$ cat src/rtl/cbc_dec_xor.sv
// CBC-mode decryption back end: XORs the block-cipher inverse output with the
// chaining value and streams the 128-bit plaintext out as four 32-bit words.
module cbc_dec_xor #(
  parameter int OUT_MSB_FIRST = 1
) (
  input  logic         CLK,
  input  logic         RSTB,
  input  logic         iv_valid,
  input  logic [127:0] iv_data,
  input  logic         in_valid,
  output logic         in_ready,
  input  logic [127:0] in_ct,
  input  logic [127:0] in_dec,
  output logic         out_valid,
  input  logic         out_ready,
  output logic [31:0]  out_data,
  output logic         out_last,
  output logic         chain_ok
);

  typedef enum logic [1:0] {
    NOIV = 2'd0,
    IDLE = 2'd1,
    SEND = 2'd2
  } state_t;

  state_t       state_q, state_d;
  logic [127:0] chain_q, chain_d;
  logic [127:0] plain_q, plain_d;
  logic [1:0]   cnt_q,   cnt_d;

  // Word idx of the block in output order; idx 0 goes out first.
  function automatic logic [31:0] sel_word(input logic [127:0] blk,
                                           input logic [1:0]   idx);
    logic [1:0] slot;
    slot = (OUT_MSB_FIRST != 0) ? ~idx : idx;
    case (slot)
      2'd0:    sel_word = blk[31:0];
      2'd1:    sel_word = blk[63:32];
      2'd2:    sel_word = blk[95:64];
      default: sel_word = blk[127:96];
    endcase
  endfunction

  // State and datapath registers
  always_ff @(posedge CLK or negedge RSTB) begin
    if (!RSTB) begin
      state_q <= NOIV;
      chain_q <= '0;
      plain_q <= '0;
      cnt_q   <= '0;
    end else begin
      state_q <= state_d;
      chain_q <= chain_d;
      plain_q <= plain_d;
      cnt_q   <= cnt_d;
    end
  end

  // Next-state logic; an IV load in IDLE takes priority over a block accept
  always_comb begin
    state_d = state_q;
    chain_d = chain_q;
    plain_d = plain_q;
    cnt_d   = cnt_q;
    case (state_q)
      NOIV: begin
        if (iv_valid) begin
          chain_d = iv_data;
          state_d = IDLE;
        end
      end
      IDLE: begin
        if (iv_valid) begin
          chain_d = iv_data;
        end else if (in_valid) begin
          plain_d = in_dec ^ chain_q;
          chain_d = in_ct;
          cnt_d   = 2'd0;
          state_d = SEND;
        end
      end
      SEND: begin
        if (out_ready) begin
          if (cnt_q == 2'd3) begin
            cnt_d   = 2'd0;
            state_d = IDLE;
          end else begin
            cnt_d = cnt_q + 2'd1;
          end
        end
      end
      default: state_d = NOIV;
    endcase
  end

  // Outputs
  always_comb begin
    in_ready  = (state_q == IDLE) && !iv_valid;
    out_valid = (state_q == SEND);
    out_last  = (state_q == SEND) && (cnt_q == 2'd3);
    chain_ok  = (state_q == IDLE) || (state_q == SEND);
    out_data  = sel_word(plain_q, cnt_q);
  end

endmodule

$ cat config.mk
export PLATFORM = sky130hd
export DESIGN_NAME = cbc_dec_xor
export DESIGN_NICKNAME = d
export VERILOG_FILES = /design/src/rtl/cbc_dec_xor.sv
export SDC_FILE = /design/constraint.sdc
export NUM_CORES = 1
export LEC_CHECK = 0
export CORE_AREA = 2 2 176 178
export CTS_CLUSTER_DIAMETER = 100
export CTS_CLUSTER_SIZE = 25
export DETAILED_ROUTE_END_ITERATION = 8
export DIE_AREA = 0 0 178 180
export GPL_TIMING_DRIVEN = 0
export PLACE_DENSITY = 0.85
export SYNTH_ARGS = -nofsm -noshare
export SYNTH_HDL_FRONTEND = slang
export SYNTH_SLANG_ARGS = --single-unit
$ cat constraint.sdc
create_clock -name CLK -period 3.4 [get_ports CLK]
set_input_delay 0.51 -clock CLK [delete_from_list [all_inputs] [get_ports CLK]]
set_output_delay 0.51 -clock CLK [all_outputs]
set_load 0.02 [all_outputs]
-- Word level (Yosys, flattened, before mapping)
Index checks and enable logic that the tools add are counted.
- register bits after elaboration: 260
- word-level logic and storage cells: 47
- add/sub/neg operators: 1
- equality and inequality tests: 11
- muxes and demuxes: 16
- bitwise logic cells: 3
- reduce and logical (&&, ||, !) cells: 12
- operator list (operator ; count):
    two-way mux 128 bit ; 3
    one-hot mux 128 bit (2 select lines) ; 1
    bitwise XOR 128 bit ; 1
    one-hot mux 32 bit (3 select lines) ; 1
    two-way mux 2 bit ; 9
    == test 2 bit, second input constant ; 3
    inequality test 2 bit, second input constant ; 3
    one-hot mux 2 bit (3 select lines) ; 1
    AND reduction 3 bit ; 2
    AND reduction 5 bit ; 1
    == test 2 x 1 -> 1 bit, second input constant ; 2
    logical NOT 2 bit ; 2
    inequality test 2 x 1 -> 1 bit, second input constant ; 2
    one-hot mux 2 bit (2 select lines) ; 1
    AND reduction 4 bit ; 1
    nonzero test 2 bit ; 2
    inequality test 3 bit, second input constant ; 1
    adder 2 x 1 -> 2 bit, second input constant ; 1
    logical AND 1 bit ; 2
    NOT 2 bit ; 1
    logical NOT 1 bit ; 1
    logical OR 1 bit ; 1
    NOT 1 bit ; 1

-- Depth between registers and ports, before layout
Gate-level depths: netlist of run 1.
- depth after elaboration: 4
- mapped depth: 8

-- Least setup slack after synthesis of run 1
OpenSTA, ideal clock, no wires.
- kind: reg2out
- from: register cnt_q[0]
- to: output out_data[0]
- arrival time: 1.790 ns
- setup slack: 1.100 ns
- stages on the path, launching flop included: 6
- buffers on the path: 2
- path through: dfrtp_1 -> inv_1 -> ha_1 -> clkbuf_1 -> buf_1 -> mux2i_1
- word-level cells in the longest chain between the ends: 3
- elaborated cells on any way between the ends: 5
- classes of those cells: 2 x eq/ne; 1 x mux; 1 x bitwise; 1 x reduce/logical
- ends and longest elaborated chain (item ; RTL line ; RTL):
    start: declaration ; 30 ; logic [1:0] cnt_q, cnt_d;
    start signal: assignment ; 56 ; cnt_q <= cnt_d;
    NOT 2 bit * ; 36 ; slot = (OUT_MSB_FIRST != 0) ? ~idx : idx;
    == test 2 bit, or another cell as far along ; 37 ; case (slot)
    one-hot mux 32 bit (3 select lines) * ; 37 ;
    end: declaration ; 16 ; output logic [31:0] out_data,
Every way passes the cells marked *; elsewhere a longest branch is shown, timed or not.

-- Worst setup path after layout of run 1
- from: register cnt_q[1]
- to: output out_data[5]
The elaborated chain is that of the path after synthesis.

==> impl_metrics.json, run 1 <==
{
  "synth_area_leaders": "dfrtp_1, mux2_2, mux2_4",
  "nNetsFinal": 1944,
  "die_y_um": 180,
  "utilization_pct": 61.8,
  "syn_inst": 1103,
  "htree_levels": 1,
  "cts_root_buffer": "clkbuf_16",
  "first_global_vias": 11000,
  "syn-num-nets": 1501,
  "crit_slowest_cell": "clkdlybuf4s50_1",
  "gp_congestion": 0.850,
  "clk_pin_slew_ps": 100,
  "max_freq_mhz": 301,
  "core-area_mm2": 0.0302,
  "antenna_found_initial": 2,
  "crit_buf_inv": 3,
  "clock_skew_ps": 15.7,
  "fin_crit_sh_pct": 97.6,
  "hold_viol_final": 0,
  "via_count": 10300,
  "drv_slew": 0,
  "dr.pass1.iters": 6,
  "die_w_um": 178,
  "tightest_slew_ps": 675,
  "viasPerCell": 5.31,
  "ys_ff_latch": 260,
  "rows": 64,
  "cts_tree": "yes",
  "cts_buffers": 14,
  "r2r_slack_ps": 830,
  "grt_max_degree": 118,
  "status": "completed",
  "overflow": 0,
  "setup_violations": 0,
  "fin_cells": 1944,
  "final_area_mm2": 0.0186,
  "synth_cell_type_count": 27,
  "dp_cells": 1925,
  "arrival_ps": 2810,
  "r2r_start": "state_q[1]",
  "yosys.area.top_type_share_pct": 48.7,
  "dieArea_mm2": 0.0320,
  "yosysSeqAreaShare_pct": 48.7,
  "hold_slack_ps": 492,
  "p_total_mw": 14.8,
  "fin_crit_ps": 3320,
  "rsz0062_at_grt": "no",
  "cp_top_family": "buffers and inverters",
  "layout-drive-gt1-share_pct": 20.2,
  "drtIter0Drc": 758,
  "grt.total_usage_pct": 26.3,
  "cp_data_required_time_ps": 2890,
  "cts_setup_buffers": 0,
  "ant_nets": 0,
  "setup_ws_ps": 82.7,
  "port_buffers": 424,
  "p_per_area_mw_per_mm2": 796,
  "yosys.area.top_type": "dfrtp_1",
  "diodes": 0,
  "drc": 0,
  "power.leakage_nw": 8.25,
  "cp-start-kind": "flop",
  "place_area_mm2": 0.0182,
  "grt_pass1_wl_mm": 63.2,
  "most-common-layout-cells": "clkdlybuf4s50_1, dfrtp_1, mux2_2",
  "min_from": "plain_q[29]",
  "holdPathEnd": "plain_q[29]",
  "timing.critical_path.fanout_max": 10,
  "totalWireLength_mm": 42.9,
  "slowest_delay_ps": 590,
  "synth_area_mm2": 0.0134,
  "clockBufferDepth": 3,
  "crit_type": "reg -> out",
  "ios": 425,
  "initial_core_util_pct": 44.3,
  "cap_violations": 0,
  "syn2layout_area_growth_pct": 39.5,
  "ys.warnings.count": 0,
  "clk_latency_ps": 500,
  "final_common_cell": "clkdlybuf4s50_1",
  "dp_slack_ps": 136,
  "syn-mean-instance-area_um2": 12.1,
  "hold_class": "reg -> reg",
  "setup_tns_ps": 0,
  "wl_per_cell_um": 22.1,
  "ir_drop_mv": 0.386,
  "r2r-end": "plain_q[122]",
  "crit_path_end_kind": "primary output",
  "crit_path_cell_trace": "inv_1 > ha_1 > clkbuf_2 > a222oi_1 > mux2i_1 > clkdlybuf4s50_1",
  "min_path_cells": 2,
  "cts.sinks": 260,
  "relSlewSlack_pct": 55.0,
  "reg2reg_depth": 8,
  "dp_hpwl_mm": 34.3
}
[cell usage after synthesis (all sizes together)]
master     n
a21o       1
a21oi     33
a221o      2
a222oi    33
a2bb2oi    1
and2       1
and3       1
buf       46
clkbuf    23
dfrtp    260
ha         9
inv       38
mux2     257
mux2i     32
nand2    100
nand2b     3
nand3b     1
nor2      37
nor4bb     1
o21ai     96
xnor2     96
xor2      32
[state kept, by name, summed over array words and instances, names as in the netlist]
name	flops
chain_q	128
plain_q	128
cnt_q	2
state_q	2
[power breakdown]
part,leakage (nW),switching (mW),internal (mW)
sequential,3.09,0.983,4.60
clock,0.212,1.05,0.906
combinational,4.94,3.56,3.73
[per-layer routing]
| metal | part of all wire (%) | wire [µm] | global-route usage (%) |
|---|---|---|---|
| met2 | 51 | 22000 | 47.3 |
| met4 | 3.1 | 1330 | 7.80 |
| met5 | 0.035 | 15 | 0 |
| met3 | 7.3 | 3130 | 4.61 |
| met1 | 38 | 16500 | 31.9 |
[how the worst max path moves through the flow]
stage,to,slack [ps],startpoint,cells past startpoint
floorplan,out_data[0],1100,cnt_q[0],5
global placement,chain_q[46],-9250,RSTB,1
detailed placement,out_data[31],140,cnt_q[0],6
CTS,out_data[14],3,cnt_q[0],6
global route,out_data[5],1,cnt_q[1],6
finish,out_data[5],80,cnt_q[1],6
[worst register-to-register path, delay by kind of cell, from the launching register on]
family	cells	cell delay [ps]
flops	1	390
simple gates	2	450
buf+inv	4	1240
fa+ha+maj	1	280
compound gates	1	140
[layout make-up]
class	count	area, µm²
clock inverters	2	41.3
multi-input cells	736	6330
inverters	38	143
plain buffers	69	413
fillers	2366	11500
well taps	396	495
flip-flops and latches	260	6510
clock buffers	16	389
repair buffers	427	4330
[logic make-up (layout without fill, tap and decap cells)]
logic type / after synthesis / count (layout) / share of synthesized area (%)
and+or+nand+nor: 144 / 144 / 4.23
DFF: 260 / 260 / 48.7
muxes: 289 / 289 / 26.3
xor gates and xnor gates: 128 / 128 / 8.39
adders and majority gates: 9 / 9 / 0.842
AOI/OAI and AO/OA: 166 / 166 / 7.57
buffers and inverters: 107 / 552 / 4.00
[what timing repair did]
action                                  4_1_cts  5_1_grt
endpoints found under the hold margin        16        0
hold buffers                                  1        0
pin swaps                                    11        9
endpoints found under the setup margin       32       15
resized for setup                            21       11
(Power assumes the default switching activity.)
==> run 2, diff against run 1 <==
--- a/config.mk
+++ b/config.mk
@@ -5,6 +5,7 @@
 export SDC_FILE = /design/constraint.sdc
 export NUM_CORES = 1
 export LEC_CHECK = 0
+export CAP_MARGIN = 40
 export CORE_AREA = 2 2 176 178
 export CTS_CLUSTER_DIAMETER = 100
 export CTS_CLUSTER_SIZE = 25
==> results of run 2 <==
Same layout as run 1: the final DEF is identical, and so are final timing and power.
